$ cat src/rtl/ysyx_24090003_ifu_prefetch.sv
// Instruction fetch unit: sequential fetch over an AR/R read channel into a FIFO_DEPTH-entry
// {pc,inst,fault} prefetch buffer feeding IDU. Optional IFU_FAULT_EN enables fault entries + halt.
module ysyx_24090003_ifu_prefetch #(
  parameter int unsigned     XLEN       = 32,
  parameter logic [XLEN-1:0] RESET_PC   = 32'h8000_0000,
  parameter int unsigned     FIFO_DEPTH = 2
) (
  input  logic            i_clk,
  input  logic            i_rst,
  input  logic            i_redirect_valid,
  input  logic [XLEN-1:0] i_redirect_pc,
  output logic            o_inst_valid,
  input  logic            i_inst_ready,
  output logic [XLEN-1:0] o_inst,
  output logic [XLEN-1:0] o_pc,
  output logic            o_inst_fault,
  output logic            o_mem_arvalid,
  input  logic            i_mem_arready,
  output logic [XLEN-1:0] o_mem_araddr,
  input  logic            i_mem_rvalid,
  output logic            o_mem_rready,
  input  logic [XLEN-1:0] i_mem_rdata,
  input  logic [1:0]      i_mem_rresp
);

`ifdef IFU_FAULT_EN
  localparam bit FAULT_EN = 1'b1;
`else
  localparam bit FAULT_EN = 1'b0;
`endif

  localparam int unsigned AW = $clog2(FIFO_DEPTH);
  localparam int unsigned CW = AW + 1;
  localparam logic [CW-1:0] DEPTH_C = CW'(FIFO_DEPTH);

  localparam logic [2:0] S_IDLE  = 3'd0;
  localparam logic [2:0] S_REQ   = 3'd1;
  localparam logic [2:0] S_RESP  = 3'd2;
  localparam logic [2:0] S_DRAIN = 3'd3;
  localparam logic [2:0] S_HALT  = 3'd4;

  logic [2:0]      state_q, state_d;
  logic [XLEN-1:0] fetch_pc_q, fetch_pc_d;
  logic [XLEN-1:0] araddr_q, araddr_d;
  // The request on the bus belongs to a flushed stream; its response must be drained.
  logic            stale_q, stale_d;
  logic [AW-1:0]   wptr_q, wptr_d, rptr_q, rptr_d;
  logic [CW-1:0]   cnt_q, cnt_d;

  logic [XLEN-1:0]       pc_mem_q   [FIFO_DEPTH];
  logic [XLEN-1:0]       pc_mem_d   [FIFO_DEPTH];
  logic [XLEN-1:0]       inst_mem_q [FIFO_DEPTH];
  logic [XLEN-1:0]       inst_mem_d [FIFO_DEPTH];
  logic [FIFO_DEPTH-1:0] flt_mem_q, flt_mem_d;

  logic            empty, pop, push, push_flt, misal, resp_err;
  logic [XLEN-1:0] push_inst;

  assign empty        = (cnt_q == '0);
  assign o_inst_valid = !empty && !i_redirect_valid;
  assign pop          = o_inst_valid && i_inst_ready;
  assign misal        = FAULT_EN && (fetch_pc_q[1:0] != 2'b00);
  assign resp_err     = FAULT_EN && (i_mem_rresp != 2'b00);

  assign o_inst        = empty ? '0 : inst_mem_q[rptr_q];
  assign o_pc          = empty ? '0 : pc_mem_q[rptr_q];
  assign o_inst_fault  = FAULT_EN && !empty && flt_mem_q[rptr_q];
  assign o_mem_arvalid = (state_q == S_REQ);
  assign o_mem_rready  = (state_q == S_RESP) || (state_q == S_DRAIN);
  assign o_mem_araddr  = araddr_q;

  always_comb begin
    state_d    = state_q;
    fetch_pc_d = fetch_pc_q;
    araddr_d   = araddr_q;
    stale_d    = stale_q;
    push       = 1'b0;
    push_inst  = '0;
    push_flt   = 1'b0;
    case (state_q)
      S_IDLE: begin
        if (cnt_q < DEPTH_C) begin
          if (misal) begin
            push     = 1'b1;
            push_flt = 1'b1;
            state_d  = S_HALT;
          end else begin
            state_d = S_REQ;
          end
        end
      end
      S_REQ: begin
        if (i_mem_arready) begin
          state_d = stale_q ? S_DRAIN : S_RESP;
          stale_d = 1'b0;
        end
      end
      S_RESP: begin
        if (i_mem_rvalid) begin
          push       = 1'b1;
          push_inst  = i_mem_rdata;
          push_flt   = resp_err;
          fetch_pc_d = fetch_pc_q + XLEN'(4);
          // Chain the next request only if a slot remains after this push and any same-cycle pop.
          if (resp_err)                                   state_d = S_HALT;
          else if ((cnt_q + CW'(1) - CW'(pop)) < DEPTH_C) state_d = S_REQ;
          else                                            state_d = S_IDLE;
        end
      end
      S_DRAIN: begin
        if (i_mem_rvalid) state_d = S_IDLE;
      end
      S_HALT: ;
      default: state_d = S_IDLE;
    endcase

    if (i_redirect_valid) begin
      push       = 1'b0;
      fetch_pc_d = i_redirect_pc;
      case (state_q)
        S_REQ: begin
          if (i_mem_arready) begin
            state_d = S_DRAIN;
            stale_d = 1'b0;
          end else begin
            state_d = S_REQ;
            stale_d = 1'b1;
          end
        end
        S_RESP, S_DRAIN: state_d = i_mem_rvalid ? S_IDLE : S_DRAIN;
        default:         state_d = S_IDLE;
      endcase
    end

    // Address is captured on entry to REQ so it stays put across a redirect while stalled.
    if (state_d == S_REQ && state_q != S_REQ) araddr_d = fetch_pc_d;
  end

  always_comb begin
    pc_mem_d   = pc_mem_q;
    inst_mem_d = inst_mem_q;
    flt_mem_d  = flt_mem_q;
    cnt_d      = cnt_q + CW'(push) - CW'(pop);
    wptr_d     = wptr_q + AW'(push);
    rptr_d     = rptr_q + AW'(pop);
    if (push) begin
      pc_mem_d[wptr_q]   = fetch_pc_q;
      inst_mem_d[wptr_q] = push_inst;
      flt_mem_d[wptr_q]  = push_flt;
    end
    if (i_redirect_valid) begin
      cnt_d  = '0;
      wptr_d = '0;
      rptr_d = '0;
    end
  end

  always_ff @(posedge i_clk) begin
    if (i_rst) begin
      state_q    <= S_IDLE;
      fetch_pc_q <= RESET_PC;
      araddr_q   <= '0;
      stale_q    <= 1'b0;
      wptr_q     <= '0;
      rptr_q     <= '0;
      cnt_q      <= '0;
    end else begin
      state_q    <= state_d;
      fetch_pc_q <= fetch_pc_d;
      araddr_q   <= araddr_d;
      stale_q    <= stale_d;
      wptr_q     <= wptr_d;
      rptr_q     <= rptr_d;
      cnt_q      <= cnt_d;
    end
  end

  // Entry storage is qualified by cnt_q, so it needs no reset.
  always_ff @(posedge i_clk) begin
    pc_mem_q   <= pc_mem_d;
    inst_mem_q <= inst_mem_d;
    flt_mem_q  <= flt_mem_d;
  end

endmodule

$ cat config.mk
export PLATFORM = sky130hd
export DESIGN_NAME = ysyx_24090003_ifu_prefetch
export DESIGN_NICKNAME = d
export VERILOG_FILES = /design/src/rtl/ysyx_24090003_ifu_prefetch.sv
export SDC_FILE = /design/constraint.sdc
export NUM_CORES = 1
export LEC_CHECK = 0
export ABC_AREA = 1
export BUFFER_PORTS_ARGS = -buffer_cell sky130_fd_sc_hd__buf_2
export CAP_MARGIN = 0
export CORE_MARGIN = 2
export CORE_UTILIZATION = 55
export DETAILED_ROUTE_END_ITERATION = 7
export PLACE_DENSITY = 0.8
export REMOVE_ABC_BUFFERS = 1
export SYNTH_ARGS = -nofsm -noshare
export SYNTH_HDL_FRONTEND = slang
export SYNTH_SLANG_ARGS = --single-unit
$ cat constraint.sdc
create_clock -name i_clk -period 7.5 [get_ports i_clk]
set_clock_uncertainty 0.05 [all_clocks]
set_input_delay 1.125 -clock i_clk [delete_from_list [all_inputs] [get_ports i_clk]]
set_output_delay 1.125 -clock i_clk [all_outputs]
set_load 0.01 [all_outputs]
==> results.yml, run 1 <==
min_path:
  min_to: "pc_mem_q[32]"
  worstHoldPathType: "reg2reg"
  min_path_cells: 0
  hold_start: "fetch_pc_q[0]"
synth:
  syn-instance-count: 989
  synth-main-ff-cell: "edfxtp_1"
  yosysSeqAreaShare: 0.602
  ys_async_sr_fraction: 0
  synth-seq-cells: 200
  synth_warnings: 0
  synth_cell_types: 40
  syn_area_um2: 8770
  synth_edf_count: 128
  syn_avg_cell_area_um2: 8.87
drt:
  drcViolationCount: 0
  post_drt_wl_per_cell_um: 14.1
  drt_iter0_drc: 627
  num_vias: 6887
  firstDrtPassIters: 5
  routed_wirelength_mm: 19.2
  ant_nets: 0
  drt-vias-per-instance: 5.05
cells_and_area:
  nFillCells: 1252
  seq_area_um2: 5290
  layout_common_cells: "nand2_1 (319), buf_2 (168), edfxtp_1 (128)"
  syn2layout_area_growth_pct: 17.4
  layout_commonest_cell: "nand2_1"
  nets: 1212
  multiInputGateArea_um2: 2890
  stdcell_area_um2: 10300
  num_antenna_cells: 0
  final_cells: 1364
  drive_above_1_share: 0.202
floorplanning:
  die_x_um: 130
  fp.dieH_um: 130
  core_area_um2: 15700
  die-area_um2: 17000
  num_rows: 46
  num_io_pins: 172
  initial_core_util: 0.558
global_routing:
  grt_usage: 0.230
  gr-total-overflow: 0
  grt_max_degree: 66
  grt_antenna_before_repair: 0
  grt_pass1_wl_mm: 30.1
  grt_pass1_vias: 6290
clock_tree:
  clockBufferDepth: 2
  cts_tree: "built"
  cts_root_buf: "clkbuf_16"
  post-cts-setup-buffers: 0
  numCtsBuffers: 17
  cts_hold_buf: 0
  clock_sinks: 200
  clk_transition_reported_paths_ns: 0.06
  clk_latency_ns: 0.43
  cts_htree_levels: 4
  cts_resized: 0
critical_path:
  critPathMaxFanout: 45
  r2r-start: "state_q[1]"
  timing.rr.end: "pc_mem_q[47]"
  worst-setup-path-type: "in2reg"
  worstPathArrival_ns: 3.78
  worstPathRequired_ns: 7.77
  r2r_setup_slack_ns: 4.52
  rr_worst_depth: 6
  critPathLaunchType: "primary input"
  cp-end-kind: "flip-flop"
run:
  maxCapViolCount: 0
run_status:
  status: "completed"
power:
  ir_worst_vdd_mv: 0.156
  power_mw: 2.29
  leakage_nw: 4.69
  cellPowerDensity_nw_per_um2: 223
sta:
  tightest_slew_ns: 1.15
  finalHoldViolCount: 0
  max_freq_mhz: 285
  fin_tns_setup_ns: 0
  maxSlewHeadroom: 0.234
  maxSlewViolCount: 0
  finalCriticalPeriod_ns: 3.51
  final.period_utilization: 0.468
  rsz0062_at_grt: "no"
  setup_viol: 0
placement:
  place.gp.congestion: 0.840
  place_area_um2: 9710
  dp_hpwl_mm: 12.3
  numPortBuffers: 168
  placed_cells: 1332
report_power, final:
| group | internal, mW | switching [mW] | total, mW |
|---|---|---|---|
| clock | 0.519 | 0.382 | 0.901 |
| sequential | 1.20 | 0.0278 | 1.23 |
| combinational | 0.0640 | 0.103 | 0.167 |
cells in the mapped netlist, drive strengths merged (6+ instances only):
master	instances	area (µm²)
dfxtp	72	1440
nor2	120	489
xnor2	6	52.6
nand4	10	77.6
nand2	322	1220
nand3	36	203
edfxtp	128	3840
buf	17	106
o21ai	11	55.1
clkbuf	29	109
a21oi	103	527
inv	102	385
per-layer routing:
layer	global-route usage	vias up	part of all wire
met3	0.0439	32	0.062
met1	0.299	3135	0.43
li1	-	3477	-
met2	0.379	243	0.48
met4	0.101	0	0.022
met5	0	-	0
state kept, by name (all words and copies together), names as in the netlist, named ones only:
signal,cells
cnt_q,2
rptr_q,1
wptr_q,1
state_q,3
pc_mem_q,64
fetch_pc_q,32
o_mem_araddr,32
inst_mem_q,64
final cells by class:
cell class | instances | area share
well taps | 216 | 0.0262
repair buffers | 173 | 0.0853
clock inverters | 15 | 0.0154
flip-flops and latches | 200 | 0.513
multi-input cells | 641 | 0.281
clock buffers | 17 | 0.0413
inverters | 102 | 0.0374
per-stage QoR:
step | setup slack [ns] | hold slack (ns) | utilization
detailed placement | 3.52 | 0.399 | 0.618
finish | 3.99 | 0.413 | 0.655
floorplan | 3.62 | 0.375 | -
global placement | 3.57 | 0.394 | 0.618
global route | 3.67 | 0.438 | 0.655
CTS | 3.96 | 0.416 | 0.655
logic make-up after synthesis:
logic type | Yosys count | share of synthesized area
simple gates | 501 | 0.236
flops | 200 | 0.602
buf+inv | 148 | 0.0685
compound gates | 121 | 0.0722
xor+xnor | 11 | 0.0110
fa+ha+maj | 5 | 0.00713
mux | 2 | 0.00228
other cells | 1 | 0.000427
worst max path at each step:
stage	from	endpoint	slack [ns]	cells past startpoint
after detailed placement	i_redirect_valid	o_mem_araddr[1]	3.52	13
after global placement	i_redirect_valid	o_mem_araddr[0]	3.57	13
final	i_redirect_valid	o_mem_araddr[1]	3.99	13
after CTS	i_redirect_valid	o_mem_araddr[1]	3.96	13
after global routing	i_redirect_valid	o_mem_araddr[1]	3.67	13
after floorplan	i_mem_rvalid	inst_mem_q[0]	3.62	5
worst max-delay path: stages:
cell and delay (ns):
buf_2 0.07, buf_4 0.37, inv_4 0.25, nand3_1 0.24, nand2_1 0.08, nand2_1 0.06
nand3_1 0.08, nand2_2 0.11, nand4_4 0.50, inv_2 0.59, nand2_1 0.10, nand2_1 0.08
nor2_1 0.07
Power figures use the tool's default switching activity.
==> run 2: changes to the inputs <==
--- a/config.mk
+++ b/config.mk
@@ -5,7 +5,7 @@
 export SDC_FILE = /design/constraint.sdc
 export NUM_CORES = 1
 export LEC_CHECK = 0
-export ABC_AREA = 1
+export ABC_AREA = 0
 export BUFFER_PORTS_ARGS = -buffer_cell sky130_fd_sc_hd__buf_2
 export CAP_MARGIN = 0
 export CORE_MARGIN = 2
==> constraint.sdc (replaced) <==
create_clock -name i_clk -period 3.55 [get_ports i_clk]
set_clock_uncertainty 0.05 [all_clocks]
set_input_delay 0.5325 -clock i_clk [delete_from_list [all_inputs] [get_ports i_clk]]
set_output_delay 0.5325 -clock i_clk [all_outputs]
set_load 0.01 [all_outputs]
==> run 2 against run 1 <==
  * Wire length shrank 8.3%
  * Hold slack worse by 0.15 ns
  * Non-clock buffer count increased by 5
  * Sequential share of layout area grew 0.78 points
  * Largest cell class unchanged
  * Clock-buffer cell count up 6
  * Critical path depth decreased by 9
  * Via count is 17% lower
  * Power is 120% higher
  * Area after synthesis is 3.3% lower
  * Final cell count down 22%
  * Global-route usage down 1.3 points
==> results.yml, run 2 <==
critical_path:
  critPathLaunchType: "flip-flop"
  worstPathRequired_ns: 2.97
  worstPathArrival_ns: 2.12
  worst-setup-path-type: "reg2out"
  cp-end-kind: "primary output"
  critPathMaxFanout: 41
drt:
  firstDrtPassIters: 4
  post_drt_wl_per_cell_um: 16.6
  drt_iter0_drc: 424
  drcViolationCount: 0
  drt-vias-per-instance: 5.37
  num_vias: 5700
  routed_wirelength_mm: 17.6
  ant_nets: 0
cells_and_area:
  utilization: 0.670
  stdcell_area_um2: 10100
  layout_commonest_cell: "buf_2"
  drive_above_1_share: 0.274
  multiInputGateArea_um2: 3010
  seq_area_um2: 5290
  reg_top3: "inst_mem_q x64, pc_mem_q x64"
  layout_common_cells: "buf_2 (168), nor2_1 (144), edfxtp_1 (128)"
  final_cells: 1062
  nFillCells: 1146
  syn2layout_area_growth_pct: 19.5
  nets: 937
floorplanning:
  initial_core_util: 0.560
  num_rows: 45
  core_area_um2: 15100
  fp.dieH_um: 128
  die_x_um: 128
  num_io_pins: 172
  die-area_um2: 16400
sta:
  holdWs_ns: 0.264
  finalHoldViolCount: 0
  fin_tns_setup_ns: 0
  timing.final.ws_setup_ns: 0.848
  max_freq_mhz: 370
  tightest_slew_ns: 0.855
  maxSlewHeadroom: 0.426
  maxSlewViolCount: 0
  setup_viol: 0
  final.period_utilization: 0.761
  rsz0062_at_grt: "no"
  finalCriticalPeriod_ns: 2.70
global_routing:
  gr-total-overflow: 0
  grt_usage: 0.217
  grt_max_degree: 65
  grt_antenna_before_repair: 0
  grt_pass1_vias: 5469
  grt_pass1_wl_mm: 27.3
clock_tree:
  clk_transition_reported_paths_ns: 0.07
  post-cts-setup-buffers: 0
  numCtsBuffers: 17
  cts_hold_buf: 0
  cts_htree_levels: 4
  clk_latency_ns: 0.43
  cts_root_buf: "clkbuf_16"
  clock_sinks: 200
  cts_resized: 0
  cts_tree: "built"
  clockBufferDepth: 2
placement:
  place.gp.congestion: 0.775
  dp_hpwl_mm: 11.1
  preCtsSetupSlack_ns: 0.967
  place_area_um2: 9520
  placed_cells: 1029
  numPortBuffers: 168
synth:
  synth_cell_types: 47
  yosysMostFrequentCell: "nor2_1"
  synth-seq-cells: 200
  synth_edf_count: 128
  syn_avg_cell_area_um2: 12.0
  yosys.area.top_type_share: 0.453
  synthTopCellsByArea: "edfxtp_1 (45%), dfxtp_1 (17%), mux2i_1 (9.9%)"
  syn_area_um2: 8490
  yosys-top-cells-count: "nor2_1 (145), edfxtp_1 (128), mux2i_1 (84), dfxtp_1 (72), and2_1 (39)"
  syn-instance-count: 706
  yosys.area.top_type: "edfxtp_1"
  ys_async_sr_fraction: 0
  yosysSeqAreaShare: 0.623
  synth_warnings: 0
  synth-main-ff-cell: "edfxtp_1"
run:
  maxCapViolCount: 0
power:
  power_mw: 4.96
  leakage_nw: 3.88
  ir_worst_vdd_mv: 0.326
  switching_share: 0.229
  p_seq_frac: 0.525
  p_int_mw: 3.82
  p_comb_frac: 0.080
  p_clk_frac: 0.395
  cellPowerDensity_nw_per_um2: 489
  p_sw_mw: 1.14
run_status:
  status: "completed"
min_path:
  worstHoldPathType: "in2reg"
## run 2: changes by cell type in the layout (fill, tap and decap cells not counted), sizes merged, moves of 7 or more
cell,previous run,this run
nor2b,0,16
xnor2,6,19
a21oi,103,11
xor2,5,12
nor2,120,145
and2,4,39
mux2i,2,84
nor3,3,38
o21ai,11,4
inv,103,13
nand2,322,14
nand3,36,12
a211oi,0,13
## run 2: worst max-delay path, cell delays in order, from the launching register on
cell     delay, ns
dfxtp_4       0.90
buf_12        0.30
mux2i_1       0.24
nor2_1        0.06
buf_2         0.17
## run 2: path summary, 6_finish.rpt
check	startpoint	slack, ns	endpoint	depth (start not counted)
setup / recovery	rptr_q	0.85	o_inst[23]	4
hold / removal	i_mem_arready	0.26	flip-flop	2
setup reg to reg	state_q[2]	1.12	o_mem_araddr[21]	7
hold reg to reg	o_mem_araddr[5]	0.41	o_mem_araddr[5]	2
## run 2: logic make-up after synthesis
family                   Yosys count  synth area share
AO/OA/AOI/OAI                     36            0.0374
other                              1          0.000442
XOR/XNOR                          31            0.0320
adder cells (fa/ha/maj)            5           0.00737
buffers and inverters             52            0.0264
multiplexers                      84            0.0991
AND/OR/NAND/NOR                  297             0.175
flip-flops                       200             0.623
## run 2: cell type report
type / count / share of cell area
diodes: 1 / 0.000247
clock inverters: 9 / 0.00678
well taps: 188 / 0.0232
inverters: 9 / 0.00333
clock buffers: 23 / 0.0545
multi-input cells: 454 / 0.297
flip-flops and latches: 200 / 0.521
repair buffers: 178 / 0.0940
## run 2: power by group through the flow
| stage | Sequential, mW | Combinational, mW | Clock, mW |
|---|---|---|---|
| 6_report | 2.60 | 0.395 | 1.96 |
| 5_1_grt | 2.61 | 0.438 | 2.09 |
| 4_1_cts | 2.60 | 0.398 | 1.99 |
| 3_5_place_dp | 2.65 | 0.395 | 0 |
| 3_3_place_gp | 2.65 | 0.388 | 0 |
| 2_1_floorplan | 2.66 | 0.207 | 0 |
## run 2: per-layer routing
layer | up-vias | wire length, µm | global-route usage
li1 | 2790 | - | -
met3 | 27 | 898 | 0.0388
met5 | - | 0 | 0
met1 | 2727 | 7940 | 0.282
met4 | 0 | 344 | 0.0834
met2 | 156 | 8400 | 0.364
==> run 3: changes to the inputs <==
--- a/config.mk
+++ b/config.mk
@@ -5,7 +5,7 @@
 export SDC_FILE = /design/constraint.sdc
 export NUM_CORES = 1
 export LEC_CHECK = 0
-export ABC_AREA = 0
+export ABC_AREA = 1
 export BUFFER_PORTS_ARGS = -buffer_cell sky130_fd_sc_hd__buf_2
 export CAP_MARGIN = 0
 export CORE_MARGIN = 2
==> constraint.sdc (replaced) <==
create_clock -name i_clk -period 2.7 [get_ports i_clk]
set_clock_uncertainty 0.05 [all_clocks]
set_input_delay 0.405 -clock i_clk [delete_from_list [all_inputs] [get_ports i_clk]]
set_output_delay 0.405 -clock i_clk [all_outputs]
set_load 0.01 [all_outputs]
==> run 3 against run 2 <==
  * Power up 31%
  * Sequential share of layout area is 1.5 points lower
  * Flip-flop and latch count is the same
  * Sequential power up 31%
  * First-iteration DRC count rose by 38%
==> results.yml, run 3 (synthesis results as in run 1) <==
run_status:
  status: "completed"
critical_path:
  slowest_stage: "inv_2"
  cp-end-kind: "primary output"
  worstPathArrival_ns: 1.94
  rr_worst_depth: 10
  worst-setup-path-type: "reg2out"
  critPathMaxFanout: 35
  critPathLaunchType: "flip-flop"
  r2r-start: "state_q[1]"
  cp_cell_sequence: "inv_1, nand2_1, inv_2, buf_12, a21oi_1, buf_2"
  worstPathRequired_ns: 2.25
  path_delay_family: "buffers and inverters"
  r2r_setup_slack_ns: 0.52
  slowest_delay_ns: 0.45
  timing.rr.end: "o_mem_araddr[9]"
  critPathBufInv: 4
sta:
  rsz0062_at_grt: "no"
  final.period_utilization: 0.888
  fin_tns_setup_ns: 0
  finalCriticalPeriod_ns: 2.40
  setup_viol: 0
  finalHoldViolCount: 0
  max_freq_mhz: 417
  maxSlewHeadroom: 0.597
  tightest_slew_ns: 0.604
  holdWs_ns: 0.174
  timing.final.ws_setup_ns: 0.304
  maxSlewViolCount: 0
global_routing:
  grt_pass1_vias: 6355
  grt_usage: 0.237
  grt_max_degree: 43
  gr-total-overflow: 0
  grt_pass1_wl_mm: 30.7
  grt_antenna_before_repair: 0
cells_and_area:
  num_antenna_cells: 0
  reg_top3: "inst_mem_q x64, pc_mem_q x64"
  drive_above_1_share: 0.209
  layout_common_cells: "nand2_1 (319), buf_2 (168), edfxtp_1 (128)"
  layout_commonest_cell: "nand2_1"
  syn2layout_area_growth_pct: 19.0
  nets: 1223
  stdcell_area_um2: 10400
  final_cells: 1374
clock_tree:
  cts_resized: 0
  clk_transition_reported_paths_ns: 0.07
  post-cts-setup-buffers: 0
  clockBufferDepth: 2
  cts_htree_levels: 4
  cts_tree: "built"
  numCtsBuffers: 17
  clk_latency_ns: 0.42
  cts_hold_buf: 0
  cts_root_buf: "clkbuf_16"
  clock_sinks: 200
placement:
  place_area_um2: 9830
  place.gp.congestion: 0.859
  placed_cells: 1343
  preCtsSetupSlack_ns: 0.388
  numPortBuffers: 168
  dp_hpwl_mm: 13.3
floorplanning:
  die_x_um: 130
  initial_core_util: 0.558
  fp.dieH_um: 130
  num_io_pins: 172
  core_area_um2: 15700
  num_rows: 46
  die-area_um2: 17000
drt:
  drcViolationCount: 0
  post_drt_wl_per_cell_um: 14.5
  drt_iter0_drc: 584
  routed_wirelength_mm: 19.9
  firstDrtPassIters: 5
  num_vias: 6947
  drt-vias-per-instance: 5.06
  ant_nets: 0
power:
  ir_worst_vdd_mv: 0.469
  leakage_nw: 4.76
  cellPowerDensity_nw_per_um2: 622
min_path:
  hold_start: "i_redirect_pc[31]"
  min_path_cells: 3
  worstHoldPathType: "in2reg"
  min_to: "fetch_pc_q[31]"
run:
  maxCapViolCount: 0
==> run 3: worst max-delay path by stage <==
stage | from | end | slack, ns | cells after the start
final | cnt_q[1] | o_pc[20] | 0.30 | 6
after CTS | cnt_q[1] | o_pc[2] | 0.27 | 6
after global placement | i_mem_rvalid | o_mem_araddr[0] | 0.41 | 12
after floorplan | i_mem_rvalid | inst_mem_q[0] | -0.46 | 5
after global routing | cnt_q[1] | o_pc[13] | 0.16 | 6
after detailed placement | i_mem_rvalid | o_mem_araddr[9] | 0.39 | 11
==> run 3: worst register-to-register path, stage by stage (launching register included) <==
cell	delay, ns
dfxtp_1	0.38
inv_2	0.11
nor2_8	0.15
nand2_4	0.13
inv_2	0.11
nand3_1	0.09
nand2_2	0.10
nand4_4	0.28
inv_2	0.45
nand2_1	0.12
a21oi_1	0.14
==> run 3: layout make-up <==
cell class	instances	area, µm²
Fill cell	1282	5280
Timing Repair Buffer	184	998
Clock buffer	18	429
Sequential cell	200	5290
Multi-Input combinational cell	641	2890
Inverter	102	385
Clock inverter	13	176
Tap cell	216	270
==> run 3: where the power goes <==
part           leakage [nW]  internal [mW]  switching, mW
combinational          2.70          0.184          0.290
clock                 0.288           1.54           1.07
sequential             1.77           3.33         0.0795
==> run 3: per-layer routing <==
metal / routed length [µm] / global-route usage
met5: 0 / 0
met4: 391 / 0.0879
met3: 1140 / 0.0414
met2: 9670 / 0.398
met1: 8700 / 0.309
==> run 3: metrics by stage <==
step	total power [mW]	utilization
5_1_grt	6.72	0.664
6_report	6.49	0.664
2_1_floorplan	3.73	-
3_5_place_dp	3.94	0.626
4_1_cts	6.52	0.664
3_3_place_gp	3.93	0.626
